### src/rtl/vtg_pkg.sv
// vtg_pkg: shared phase type, SVGA defaults and total helpers for the video timing generator.
// VTG_FRAME_CNT_EN (optional) adds the frame counter in vid_timing_gen.
package vtg_pkg;

  typedef enum logic [1:0] {
    ACTIVE,
    FPORCH,
    SYNC,
    BPORCH
  } vtg_phase_e;

  localparam int SVGA_H_ACTIVE = 800;
  localparam int SVGA_H_FP     = 40;
  localparam int SVGA_H_SYNC   = 128;
  localparam int SVGA_H_BP     = 88;
  localparam int SVGA_V_ACTIVE = 600;
  localparam int SVGA_V_FP     = 1;
  localparam int SVGA_V_SYNC   = 4;
  localparam int SVGA_V_BP     = 23;

  function automatic int vtg_total(
    input int act,
    input int fp,
    input int sync,
    input int bp
  );
    return act + fp + sync + bp;
  endfunction

  function automatic vtg_phase_e vtg_phase_succ(
    input vtg_phase_e p
  );
    unique case (p)
      ACTIVE:  return FPORCH;
      FPORCH:  return SYNC;
      SYNC:    return BPORCH;
      default: return ACTIVE;
    endcase
  endfunction

endpackage

### src/rtl/vtg_axis_cnt.sv
// vtg_axis_cnt: one timing axis -- position counter plus ACTIVE/FPORCH/SYNC/BPORCH phase FSM.
// cnt/phase present the value the axis will hold after the current edge.
module vtg_axis_cnt
  import vtg_pkg::*;
#(
  parameter int ACT_LEN  = SVGA_H_ACTIVE,
  parameter int FP_LEN   = SVGA_H_FP,
  parameter int SYNC_LEN = SVGA_H_SYNC,
  parameter int BP_LEN   = SVGA_H_BP,
  parameter int CNT_W    = 12
) (
  input  logic             aclk,
  input  logic             aresetn,
  input  logic             advance,
  input  logic             park,
  output logic             wrap,
  output logic [CNT_W-1:0] cnt,
  output vtg_phase_e       phase
);

  localparam int TOTAL =
    vtg_total(ACT_LEN, FP_LEN, SYNC_LEN, BP_LEN);
  localparam logic [CNT_W-1:0] LAST =
    CNT_W'(TOTAL - 1);
  localparam logic [CNT_W-1:0] BP_LAST =
    CNT_W'(BP_LEN - 1);

  if (ACT_LEN < 1 || FP_LEN < 1 ||
      SYNC_LEN < 1 || BP_LEN < 1) begin : g_bad_len
    $error("vtg_axis_cnt: zero-length phase");
  end

  if (TOTAL > 2**CNT_W) begin : g_bad_width
    $error("vtg_axis_cnt: total exceeds 2**CNT_W");
  end

  logic [CNT_W-1:0] pos_q;
  logic [CNT_W-1:0] ph_cnt_q;
  logic [CNT_W-1:0] ph_cnt_d;
  logic [CNT_W-1:0] ph_last;
  vtg_phase_e       phase_q;

  // Last in-phase count of the phase currently held.
  always_comb begin
    ph_last = BP_LAST;
    unique case (phase_q)
      ACTIVE: ph_last = CNT_W'(ACT_LEN - 1);
      FPORCH: ph_last = CNT_W'(FP_LEN - 1);
      SYNC:   ph_last = CNT_W'(SYNC_LEN - 1);
      BPORCH: ph_last = BP_LAST;
    endcase
  end

  assign wrap = advance & (pos_q == LAST);

  // Next position/phase: park wins, otherwise step on advance.
  always_comb begin
    cnt      = pos_q;
    ph_cnt_d = ph_cnt_q;
    phase    = phase_q;
    if (park) begin
      cnt      = LAST;
      ph_cnt_d = BP_LAST;
      phase    = BPORCH;
    end else if (advance) begin
      cnt = wrap ? '0 : pos_q + CNT_W'(1);
      if (ph_cnt_q == ph_last) begin
        ph_cnt_d = '0;
        phase    = vtg_phase_succ(phase_q);
      end else begin
        ph_cnt_d = ph_cnt_q + CNT_W'(1);
      end
    end
  end

  // State register; reset parks at the last back-porch position.
  always_ff @(posedge aclk or negedge aresetn) begin
    if (!aresetn) begin
      pos_q    <= LAST;
      ph_cnt_q <= BP_LAST;
      phase_q  <= BPORCH;
    end else begin
      pos_q    <= cnt;
      ph_cnt_q <= ph_cnt_d;
      phase_q  <= phase;
    end
  end

endmodule

### src/rtl/vid_timing_gen.sv
// vid_timing_gen: registered SVGA-style sync/blank/sof generator driven by an advance enable.
// Define VTG_FRAME_CNT_EN to add the 16-bit frame_cnt output.
module vid_timing_gen
  import vtg_pkg::*;
#(
  parameter int H_ACTIVE  = SVGA_H_ACTIVE,
  parameter int H_FP      = SVGA_H_FP,
  parameter int H_SYNC    = SVGA_H_SYNC,
  parameter int H_BP      = SVGA_H_BP,
  parameter int V_ACTIVE  = SVGA_V_ACTIVE,
  parameter int V_FP      = SVGA_V_FP,
  parameter int V_SYNC    = SVGA_V_SYNC,
  parameter int V_BP      = SVGA_V_BP,
  parameter bit HSYNC_POL = 1'b1,
  parameter bit VSYNC_POL = 1'b1,
  parameter int CNT_W     = 12
) (
  input  logic        aclk,
  input  logic        aresetn,
  input  logic        gen_en,
  input  logic        clken,
  output logic        hsync,
  output logic        vsync,
  output logic        hblank,
  output logic        vblank,
  output logic        active_video,
  output logic        sof
`ifdef VTG_FRAME_CNT_EN
  ,
  output logic [15:0] frame_cnt
`endif
);

  logic             advance;
  logic             park;
  logic             h_wrap;
  logic             v_wrap_unused;
  logic             sof_d;
  logic [CNT_W-1:0] h_cnt;
  logic [CNT_W-1:0] v_cnt;
  vtg_phase_e       h_ph;
  vtg_phase_e       v_ph;

  assign advance = gen_en & clken;
  assign park    = ~gen_en;

  vtg_axis_cnt #(
    .ACT_LEN  (H_ACTIVE),
    .FP_LEN   (H_FP),
    .SYNC_LEN (H_SYNC),
    .BP_LEN   (H_BP),
    .CNT_W    (CNT_W)
  ) u_h (
    .aclk    (aclk),
    .aresetn (aresetn),
    .advance (advance),
    .park    (park),
    .wrap    (h_wrap),
    .cnt     (h_cnt),
    .phase   (h_ph)
  );

  vtg_axis_cnt #(
    .ACT_LEN  (V_ACTIVE),
    .FP_LEN   (V_FP),
    .SYNC_LEN (V_SYNC),
    .BP_LEN   (V_BP),
    .CNT_W    (CNT_W)
  ) u_v (
    .aclk    (aclk),
    .aresetn (aresetn),
    .advance (advance & h_wrap),
    .park    (park),
    .wrap    (v_wrap_unused),
    .cnt     (v_cnt),
    .phase   (v_ph)
  );

  assign sof_d = (h_cnt == '0) & (v_cnt == '0);

  // Outputs decoded from the next position so they line up with the counters.
  always_ff @(posedge aclk or negedge aresetn) begin
    if (!aresetn) begin
      hsync        <= ~HSYNC_POL;
      vsync        <= ~VSYNC_POL;
      hblank       <= 1'b1;
      vblank       <= 1'b1;
      active_video <= 1'b0;
      sof          <= 1'b0;
    end else if (!gen_en) begin
      hsync        <= ~HSYNC_POL;
      vsync        <= ~VSYNC_POL;
      hblank       <= 1'b1;
      vblank       <= 1'b1;
      active_video <= 1'b0;
      sof          <= 1'b0;
    end else if (clken) begin
      hsync        <= (h_ph == SYNC) ? HSYNC_POL
                                     : ~HSYNC_POL;
      vsync        <= (v_ph == SYNC) ? VSYNC_POL
                                     : ~VSYNC_POL;
      hblank       <= (h_ph != ACTIVE);
      vblank       <= (v_ph != ACTIVE);
      active_video <= (h_ph == ACTIVE) &
                      (v_ph == ACTIVE);
      sof          <= sof_d;
    end
  end

`ifdef VTG_FRAME_CNT_EN
  // Frames started since gen_en rose; bumps with each sof.
  always_ff @(posedge aclk or negedge aresetn) begin
    if (!aresetn) begin
      frame_cnt <= '0;
    end else if (!gen_en) begin
      frame_cnt <= '0;
    end else if (clken && sof_d) begin
      frame_cnt <= frame_cnt + 16'd1;
    end
  end
`endif

endmodule

### config.mk
export PLATFORM = sky130hd
export DESIGN_NAME = vid_timing_gen
export DESIGN_NICKNAME = d
export VERILOG_FILES = /design/src/rtl/vtg_pkg.sv /design/src/rtl/vtg_axis_cnt.sv /design/src/rtl/vid_timing_gen.sv
export SDC_FILE = /design/constraint.sdc
export NUM_CORES = 1
export LEC_CHECK = 0
export BUFFER_PORTS_ARGS = -buffer_cell sky130_fd_sc_hd__buf_2
export CELL_PAD_IN_SITES_DETAIL_PLACEMENT = 1
export CELL_PAD_IN_SITES_GLOBAL_PLACEMENT = 1
export CORE_ASPECT_RATIO = 2
export CORE_MARGIN = 2
export CORE_UTILIZATION = 52
export CTS_CLUSTER_DIAMETER = 150
export CTS_CLUSTER_SIZE = 40
export DETAILED_ROUTE_END_ITERATION = 6
export PLACE_DENSITY = 0.89
export SETUP_SLACK_MARGIN = 0.02
export SYNTH_ARGS = -nofsm -noshare
export SYNTH_HDL_FRONTEND = slang
export SYNTH_HIERARCHICAL = 1
export SYNTH_SLANG_ARGS = --single-unit
export TNS_END_PERCENT = 100
### constraint.sdc
create_clock -name aclk -period 4.18 [get_ports aclk]
set_input_delay 0.209 -clock aclk [delete_from_list [all_inputs] [get_ports aclk]]
set_output_delay 0.209 -clock aclk [all_outputs]
set_load 0.02 [all_outputs]
==> flow_summary.ini, run 1 <==
[sta]
worst_pin_slew_ns = 0.7424
worst_clock_skew_ns = 0.008172
final-hold-violation-count = 0
fmax_mhz = 287.1
rsz0062_at_grt = false
min_period_ns = 3.484
setup_ws_ns = 0.6964
finalSetupViolations = 0
maxSlewViolCount = 0
setup_tns_ns = 0
slew_headroom = 0.5051
period_share = 0.8334

[synth]
yosysWarnings = 6
synthesis.nets = 383
synth_edf_count = 0
ys_ff_latch = 58
synth-main-ff-cell = dfrtp_1
syn_area_um2 = 3413
yosysSeqAreaShare = 0.4348
async_reset_ff_frac = 1.000
synth_cell_types = 53
avgSynthCellArea_um2 = 9.275
syn_inst = 368

[placed_design]
dp_hpwl_um = 6380
pre_cts_ws_ns = 0.7646
gp_congestion = 0.8751
port_buffers = 9
place_area_um2 = 3495

[detailed_routing]
wirelength_um = 9358
vias_per_cell = 6.410
drt_iter0_drc = 142
wl_per_cell_um = 20.00
dr.pass1.iters = 4
vias = 3000
ant_nets = 0
remaining_drc_errors = 0

[global_routing]
overflow = 0
antenna_found_initial = 0
grt_pass1_vias = 3213
grt_start_max_net_pins = 59
grt_pass1_wl_um = 15390
track_usage = 0.2852

[critical_path]
critPathKind = flip-flop to flip-flop
critPathCaptureType = flip-flop
crit_required_ns = 4.44
critPathLaunchType = flip-flop
critical_path_arrival_ns = 3.74
r2r-end = sof
cp-startpoint = u_h/pos_q[0]
reg2reg_from = u_h/pos_q[0]
path_buf_inv = 2
crit_path_frequent_cell = and3_1
cp_num_cells = 13
reg2reg_depth = 13
slowest_delay_ns = 0.56
r2r_slack_ns = 0.70
cp_max_fo = 14
endpoint = sof
cpLargestDelayFamily = simple AND/OR/NAND/NOR gates
slowest_stage = dfstp_2
path_cells = ha_1 -> and3_1 -> nand4_1 -> inv_1 -> and3_1 -> buf_4 -> nand2_1 -> nor4_4 -> or2_1 -> nor2_1 -> nor4_1 -> nand3_1 -> o21ai_1

[floorplan]
coreArea_um2 = 6310
start_util = 0.5409
die_w_um = 61.29
dieHeight_um = 118.6
num_rows = 41
pin_count = 10
dieArea_um2 = 7267

[clock_network]
cts_hold_buf = 0
cts_root_buf = clkbuf_16
h-tree-depth = 3
cts_inserted_buffers = 9
cts_tree = yes
cts_setup_buffers = 0
insertion_delay_ns = 0.33
cts.clk_slew.worst_paths_ns = 0.06
ctsResizeCount = 0
cts.sinks = 58
clockBufferDepth = 2

[cells_and_area]
drive_gt1_frac = 0.1728
design_area_um2 = 3814
area_delta_synth_final_pct = 11.73
final_nets = 392
diodes = 0

[power]
p_leak_nw = 1.542
powerDensity_nw_per_um2 = 420.6
p_total_mw = 1.604
max-vdd-ir-drop_v = 0.0003842

[status]
status = finished clean

[run]
cap_violations = 0

[hold_path]
hold_path_class = primary input to asynchronous set/reset pin
state kept, by name (all words and copies together), names as in the netlist:
name and count:
active_video 1, hblank 1, hsync 1, sof 1, u_h/ph_cnt_q 12, u_h/phase_q 2, u_h/pos_q 12, u_v/ph_cnt_q 12
u_v/phase_q 2, u_v/pos_q 12, vblank 1, vsync 1
placed cells by master (no fill, tap or decap), types with 3 or more instances in the layout:
cell type / Yosys / layout
o31ai_1: 5 / 5
mux2i_1: 4 / 4
nand2b_1: 5 / 5
and2_1: 3 / 3
inv_1: 17 / 17
dfstp_2: 26 / 26
nand2_1: 27 / 27
or4_1: 3 / 3
nand3b_1: 4 / 4
and4_1: 4 / 4
nor4_1: 12 / 12
buf_4: 2 / 4
o41ai_1: 3 / 3
nor4_2: 3 / 3
nor2_1: 29 / 29
nand4_1: 13 / 13
ha_1: 11 / 11
nand3_1: 22 / 22
xnor2_1: 10 / 10
dfrtp_1: 32 / 32
a31oi_1: 3 / 3
or3_1: 6 / 6
a21oi_1: 24 / 24
nor3_1: 10 / 10
and3_1: 9 / 9
o21ai_0: 24 / 24
buf_2: 1 / 9
clkbuf_16: 0 / 9
o211ai_1: 5 / 5
xor2_1: 15 / 15
report_power, final:
part / switching (mW) / leakage [nW] / total (mW) / internal, mW
sequential: 0.0293 / 0.720 / 0.626 / 0.596
clock: 0.268 / 0.151 / 0.788 / 0.520
combinational: 0.128 / 0.670 / 0.191 / 0.0623
per-stage QoR:
stage / utilization / instances / hold WS, ns
finish: 0.6044 / 468 / 0.03330
global placement: 0.5538 / 452 / 0.3921
detailed placement: 0.5538 / 452 / 0.4036
floorplan: - / 368 / -0.08659
CTS: 0.6044 / 468 / 0.05589
global route: 0.6044 / 468 / 0.09864
synth_stat cells (5+ instances only):
| master | n | area share |
|---|---|---|
| dfrtp_1 | 32 | 0.23 |
| nor2_1 | 29 | 0.032 |
| nand2_1 | 27 | 0.030 |
| dfstp_2 | 26 | 0.20 |
| a21oi_1 | 24 | 0.035 |
| o21ai_0 | 24 | 0.035 |
| nand3_1 | 22 | 0.032 |
| inv_1 | 17 | 0.019 |
| xor2_1 | 15 | 0.038 |
| nand4_1 | 13 | 0.024 |
| nor4_1 | 12 | 0.022 |
| ha_1 | 11 | 0.040 |
| nor3_1 | 10 | 0.015 |
| xnor2_1 | 10 | 0.026 |
| and3_1 | 9 | 0.016 |
| clkbuf_1 | 7 | 0.0077 |
| or3_1 | 6 | 0.011 |
| nand2b_1 | 5 | 0.0092 |
| o211ai_1 | 5 | 0.011 |
| o31ai_1 | 5 | 0.011 |
worst register-to-register path, stage by stage, from the launching register on:
cell,delay (ns)
dfstp_2,0.56
ha_1,0.24
and3_1,0.25
nand4_1,0.20
inv_1,0.15
and3_1,0.16
buf_4,0.19
nand2_1,0.17
nor4_4,0.47
or2_1,0.32
nor2_1,0.12
nor4_1,0.33
nand3_1,0.14
o21ai_1,0.13
layer usage:
layer  up-vias  wire length (um)  global-route usage  part of all wire
li1       1358                 -                   -                 -
met1      1533              3409              0.3044              0.36
met5         -                 0                   0                 0
met3        27               315             0.05689             0.034
met2        82              5334              0.5020              0.57
met4         0               298              0.1345             0.032
kinds of logic after synthesis:
kind of cell | after synthesis | synth area share
AND/OR/NAND/NOR | 162 | 0.2665
XOR/XNOR | 25 | 0.06415
buffers and inverters | 33 | 0.04948
adder cells (fa/ha/maj) | 11 | 0.04032
AO/OA/AOI/OAI | 74 | 0.1298
flip-flops | 58 | 0.4348
multiplexers | 5 | 0.01503
area by class of cell:
| type | instances | area [um2] |
|---|---|---|
| clock buffers | 9 | 225.2 |
| fillers | 744 | 2496 |
| inverters | 18 | 67.56 |
| clock inverters | 7 | 93.84 |
| well taps | 86 | 107.6 |
| multi-input cells | 277 | 1760 |
| repair buffers | 13 | 75.07 |
| flip-flops and latches | 58 | 1484 |
worst min-delay path by stage:
stage,cells after the start,slack (ns),end,start
floorplan,0,-0.09,active_video,aresetn
global placement,2,0.39,u_v/ph_cnt_q[8],aresetn
detailed placement,2,0.40,u_v/ph_cnt_q[8],aresetn
CTS,2,0.06,hsync,aresetn
global route,2,0.1,hsync,aresetn
finish,2,0.03,hsync,aresetn
Power figures use the tool's default switching activity.
==> run 2, diff against run 1 <==
--- a/config.mk
+++ b/config.mk
@@ -10,11 +10,11 @@
 export CELL_PAD_IN_SITES_GLOBAL_PLACEMENT = 1
 export CORE_ASPECT_RATIO = 2
 export CORE_MARGIN = 2
-export CORE_UTILIZATION = 52
+export CORE_UTILIZATION = 49
 export CTS_CLUSTER_DIAMETER = 150
 export CTS_CLUSTER_SIZE = 40
 export DETAILED_ROUTE_END_ITERATION = 6
-export PLACE_DENSITY = 0.89
+export PLACE_DENSITY = 0.85
 export SETUP_SLACK_MARGIN = 0.02
 export SYNTH_ARGS = -nofsm -noshare
 export SYNTH_HDL_FRONTEND = slang
==> constraint.sdc (replaced) <==
create_clock -name aclk -period 3.3 [get_ports aclk]
set_input_delay 0.165 -clock aclk [delete_from_list [all_inputs] [get_ports aclk]]
set_output_delay 0.165 -clock aclk [all_outputs]
set_load 0.02 [all_outputs]
==> flow_summary.ini, run 2 (synthesis gave the netlist of run 1 again) <==
[critical_path]
cpLargestDelayFamily = simple AND/OR/NAND/NOR gates
crit_required_ns = 3.56
path_cells = ha_2 -> and3_4 -> nand4_1 -> inv_2 -> and3_1 -> nand2_1 -> nor4_4 -> buf_4 -> o21ai_0 -> nor4_1 -> nand3_1 -> o21ai_1
critPathCaptureType = flip-flop
cp_max_fo = 6
critPathKind = flip-flop to flip-flop
critical_path_arrival_ns = 3.34
path_buf_inv = 2
critPathLaunchType = flip-flop
slowest_delay_ns = 0.56
slowest_stage = dfstp_2

[detailed_routing]
dr.pass1.iters = 4
vias_per_cell = 6.130
remaining_drc_errors = 0
ant_nets = 0
vias = 2924
drt_iter0_drc = 104
wl_per_cell_um = 18.40
wirelength_um = 8778

[sta]
rsz0062_at_grt = false
timing.hold.ws_ns = 0.07945
maxSlewViolCount = 0
period_share = 0.9349
finalSetupViolations = 0
min_period_ns = 3.085
fmax_mhz = 324.1
worst_clock_skew_ns = 0.005775
setup_tns_ns = 0
worst_pin_slew_ns = 0.8022
slew_headroom = 0.4652
final-hold-violation-count = 0

[floorplan]
start_util = 0.4995
num_rows = 43
dieArea_um2 = 7690
coreArea_um2 = 6833
die_w_um = 63.02
dieHeight_um = 122.0
pin_count = 10

[global_routing]
overflow = 0
grt_pass1_vias = 3001
track_usage = 0.2481
grt_start_max_net_pins = 40
antenna_found_initial = 0
grt_pass1_wl_um = 14680

[cells_and_area]
diodes = 0
area_delta_synth_final_pct = 13.01
final_cell_mix = dfrtp_1, nor2_1, nand2_1
n_fill_cell = 807
drive_gt1_frac = 0.1860
final_util = 0.5645
final_nets = 397
mostFrequentLayoutCell = dfrtp_1

[clock_network]
cts.clk_slew.worst_paths_ns = 0.05
cts.sinks = 58
clockBufferDepth = 2
cts_tree = yes
cts_inserted_buffers = 9
h-tree-depth = 3
cts_root_buf = clkbuf_16
insertion_delay_ns = 0.33

[placed_design]
port_buffers = 9
dp_hpwl_um = 6021
gp_congestion = 0.9043

[power]
p_leak_nw = 1.559
p_total_mw = 1.961
powerDensity_nw_per_um2 = 508.3
max-vdd-ir-drop_v = 0.0003795

[run]
cap_violations = 0

[status]
status = finished clean

[hold_path]
hold_path_class = primary input to flip-flop
==> run 2: changes by cell type in the layout (fill, tap and decap cells not counted), sizes merged <==
cell / change
buf: +4
bufinv: -1
clkbuf: +5
clkinv: -2
clkinvlp: -2
dlygate4sd3: +1
==> run 2: final timing paths <==
path | from | end | slack (ns) | cells past startpoint
worst max register to register | u_h/pos_q[0] | sof | 0.21 | 12
worst min register to register | vblank | vblank | 0.50 | 2
worst min-delay path | gen_en | vblank | 0.08 | 2
min in group asynchronous | aresetn | u_h/pos_q[7] | 0.46 | 2
max in group asynchronous | aresetn | u_v/pos_q[9] | 2.08 | 3
worst max-delay path | u_h/pos_q[0] | sof | 0.21 | 12
==> run 2: repair_timing <==
item / in CTS / in global routing
buffers inserted: 0 / 2
hold buffers: 1 / 0
endpoints found under the setup margin: 0 / 1
hold endpoints to repair: 15 / 0
gates resized for setup: 0 / 6
==> run 2: report_power, final <==
part / switching, mW / internal (mW) / total (mW) / leakage, nW
sequential: 0.0353 / 0.756 / 0.791 / 0.720
combinational: 0.161 / 0.0866 / 0.247 / 0.692
clock: 0.299 / 0.623 / 0.922 / 0.147
==> run 2: final cells by class <==
type / instances / area (um2) / area share
clock inverters: 2 / 35.03 / 0.009082
repair buffers: 18 / 118.9 / 0.03081
inverters: 18 / 67.56 / 0.01752
well taps: 90 / 112.6 / 0.02919
flip-flops and latches: 58 / 1484 / 0.3847
multi-input cells: 277 / 1775 / 0.4603
clock buffers: 14 / 264.0 / 0.06844
==> run 2: per-stage QoR <==
stage	setup slack, ns	std cells	cell area, um2
after CTS	0.08525	475	3824
after detailed placement	0.1554	458	3515
after floorplan	0.5372	368	3413
after global placement	0.3854	458	3515
after global routing	0.02103	477	3857
final	0.2147	477	3857
==> run 2: layer usage <==
layer  vias up  track usage  share of wire
met2        46       0.3930           0.51
met3        20      0.05263          0.026
li1       1370            -              -
met4         0       0.1361          0.027
met1      1488       0.3146           0.44
met5         -            0              0
==> run 3, diff against run 2 <==
--- a/config.mk
+++ b/config.mk
@@ -15,7 +15,7 @@
 export CTS_CLUSTER_SIZE = 40
 export DETAILED_ROUTE_END_ITERATION = 6
 export PLACE_DENSITY = 0.85
-export SETUP_SLACK_MARGIN = 0.02
+export SETUP_SLACK_MARGIN = 0.4
 export SYNTH_ARGS = -nofsm -noshare
 export SYNTH_HDL_FRONTEND = slang
 export SYNTH_HIERARCHICAL = 1
==> flow_summary.ini, run 3 (synthesis gave the netlist of run 1 again) <==
[critical_path]
crit_path_frequent_cell = nand4_1
critPathCaptureType = flip-flop
cp_max_fo = 5
crit_required_ns = 3.56
critPathLaunchType = flip-flop
slowest_stage = dfstp_2
reg2reg_depth = 12
r2r_slack_ns = 0.26
slowest_delay_ns = 0.55
path_cells = nor4b_1 -> nand4_1 -> inv_2 -> and3_4 -> buf_8 -> nand4_1 -> or3_4 -> nand3b_1 -> o211ai_1 -> nor4_1 -> nand3_1 -> o21ai_1
critical_path_arrival_ns = 3.30
critPathKind = flip-flop to flip-flop

[placed_design]
pre_cts_ws_ns = 0.1554
dp_hpwl_um = 6021
port_buffers = 9
gp_congestion = 0.9043

[sta]
setup_tns_ns = 0
worst_pin_slew_ns = 0.8056
min_period_ns = 3.035
period_share = 0.9198
fmax_mhz = 329.4
maxSlewViolCount = 0
rsz0062_at_grt = true
finalSetupViolations = 0
worst_clock_skew_ns = 0.007849
final-hold-violation-count = 0
setup_ws_ns = 0.2646
slew_headroom = 0.4629

[run]
cap_violations = 0

[clock_network]
cts.clk_slew.worst_paths_ns = 0.05
cts_root_buf = clkbuf_16
cts.sinks = 58
cts_inserted_buffers = 9
clockBufferDepth = 2
insertion_delay_ns = 0.34
cts_tree = yes
h-tree-depth = 3

[cells_and_area]
diodes = 0
area_delta_synth_final_pct = 17.89
final_util = 0.5889
final_nets = 408
mostFrequentLayoutCell = dfrtp_1
final_cell_mix = dfrtp_1, nor2_1, dfstp_2, nand2_1, a21oi_1
drive_gt1_frac = 0.2312

[hold_path]
min_path_cells = 2
hold_path_class = primary input to flip-flop

[detailed_routing]
wl_per_cell_um = 20.39
remaining_drc_errors = 0
dr.pass1.iters = 4
drt_iter0_drc = 173
wirelength_um = 9950
vias_per_cell = 6.223
vias = 3037
ant_nets = 0

[status]
status = finished clean

[power]
powerDensity_nw_per_um2 = 495.8
p_total_mw = 1.995
max-vdd-ir-drop_v = 0.0003795
p_leak_nw = 1.627

[global_routing]
overflow = 0
grt_pass1_wl_um = 15230
antenna_found_initial = 0
grt_pass1_vias = 3071
track_usage = 0.2584
grt_start_max_net_pins = 40

[floorplan]
num_rows = 43
coreArea_um2 = 6833
dieHeight_um = 122.0
start_util = 0.4995
dieArea_um2 = 7690
die_w_um = 63.02
pin_count = 10
## run 3: power breakdown
part | internal [mW] | switching [mW] | leakage, nW
logic | 0.0996 | 0.173 | 0.760
clock network | 0.623 | 0.305 | 0.147
registers | 0.756 | 0.0379 | 0.720
## run 3: stage by stage
stage / instances / hold WS, ns / area [um2]
2_1_floorplan: 368 / -0.1306 / 3413
3_3_place_gp: 458 / 0.2858 / 3515
3_5_place_dp: 458 / 0.2953 / 3515
4_1_cts: 477 / 0.07850 / 3884
5_1_grt: 488 / 0.1038 / 4024
6_report: 488 / 0.08497 / 4024
## run 3: what timing repair did
action / in CTS / in global routing
hold buffers: 1 / 0
gates cloned: 0 / 1
pin swaps: 3 / 8
endpoints found under the setup margin: 1 / 1
endpoints found under the hold margin: 15 / 0
resized for setup: 11 / 9
buffers inserted: 2 / 10
## run 3: final cells by class
class	instances	area [um2]
Inverter	18	67.56
Sequential cell	58	1484
Tap cell	90	112.6
Fill cell	800	2809
Multi-Input combinational cell	277	1838
Timing Repair Buffer	29	222.7
Clock buffer	14	264.0
Clock inverter	2	35.03
## run 3: per-layer routing
metal	track usage	wire length (um)	vias to the layer above
met5	0	0	-
met4	0.1528	278	0
met3	0.04709	355	27
met2	0.4116	5180	74
met1	0.3259	4135	1545
li1	-	-	1391
## run 3: path summary, 6_finish.rpt
path                                     end     startpoint
worst max register to register           sof  u_h/pos_q[10]
min in group asynchronous       u_h/pos_q[7]        aresetn
worst min-delay path                  vblank         gen_en
worst min register to register        vblank         vblank
max in group asynchronous       u_v/pos_q[9]        aresetn
worst max-delay path                     sof  u_h/pos_q[10]
## run 3: critical path, delay by kind of cell, from the launching register on
family	cells	cell delay (ns)
simple gates	8	1.89
flops	1	0.55
compound gates	2	0.28
buf+inv	2	0.23
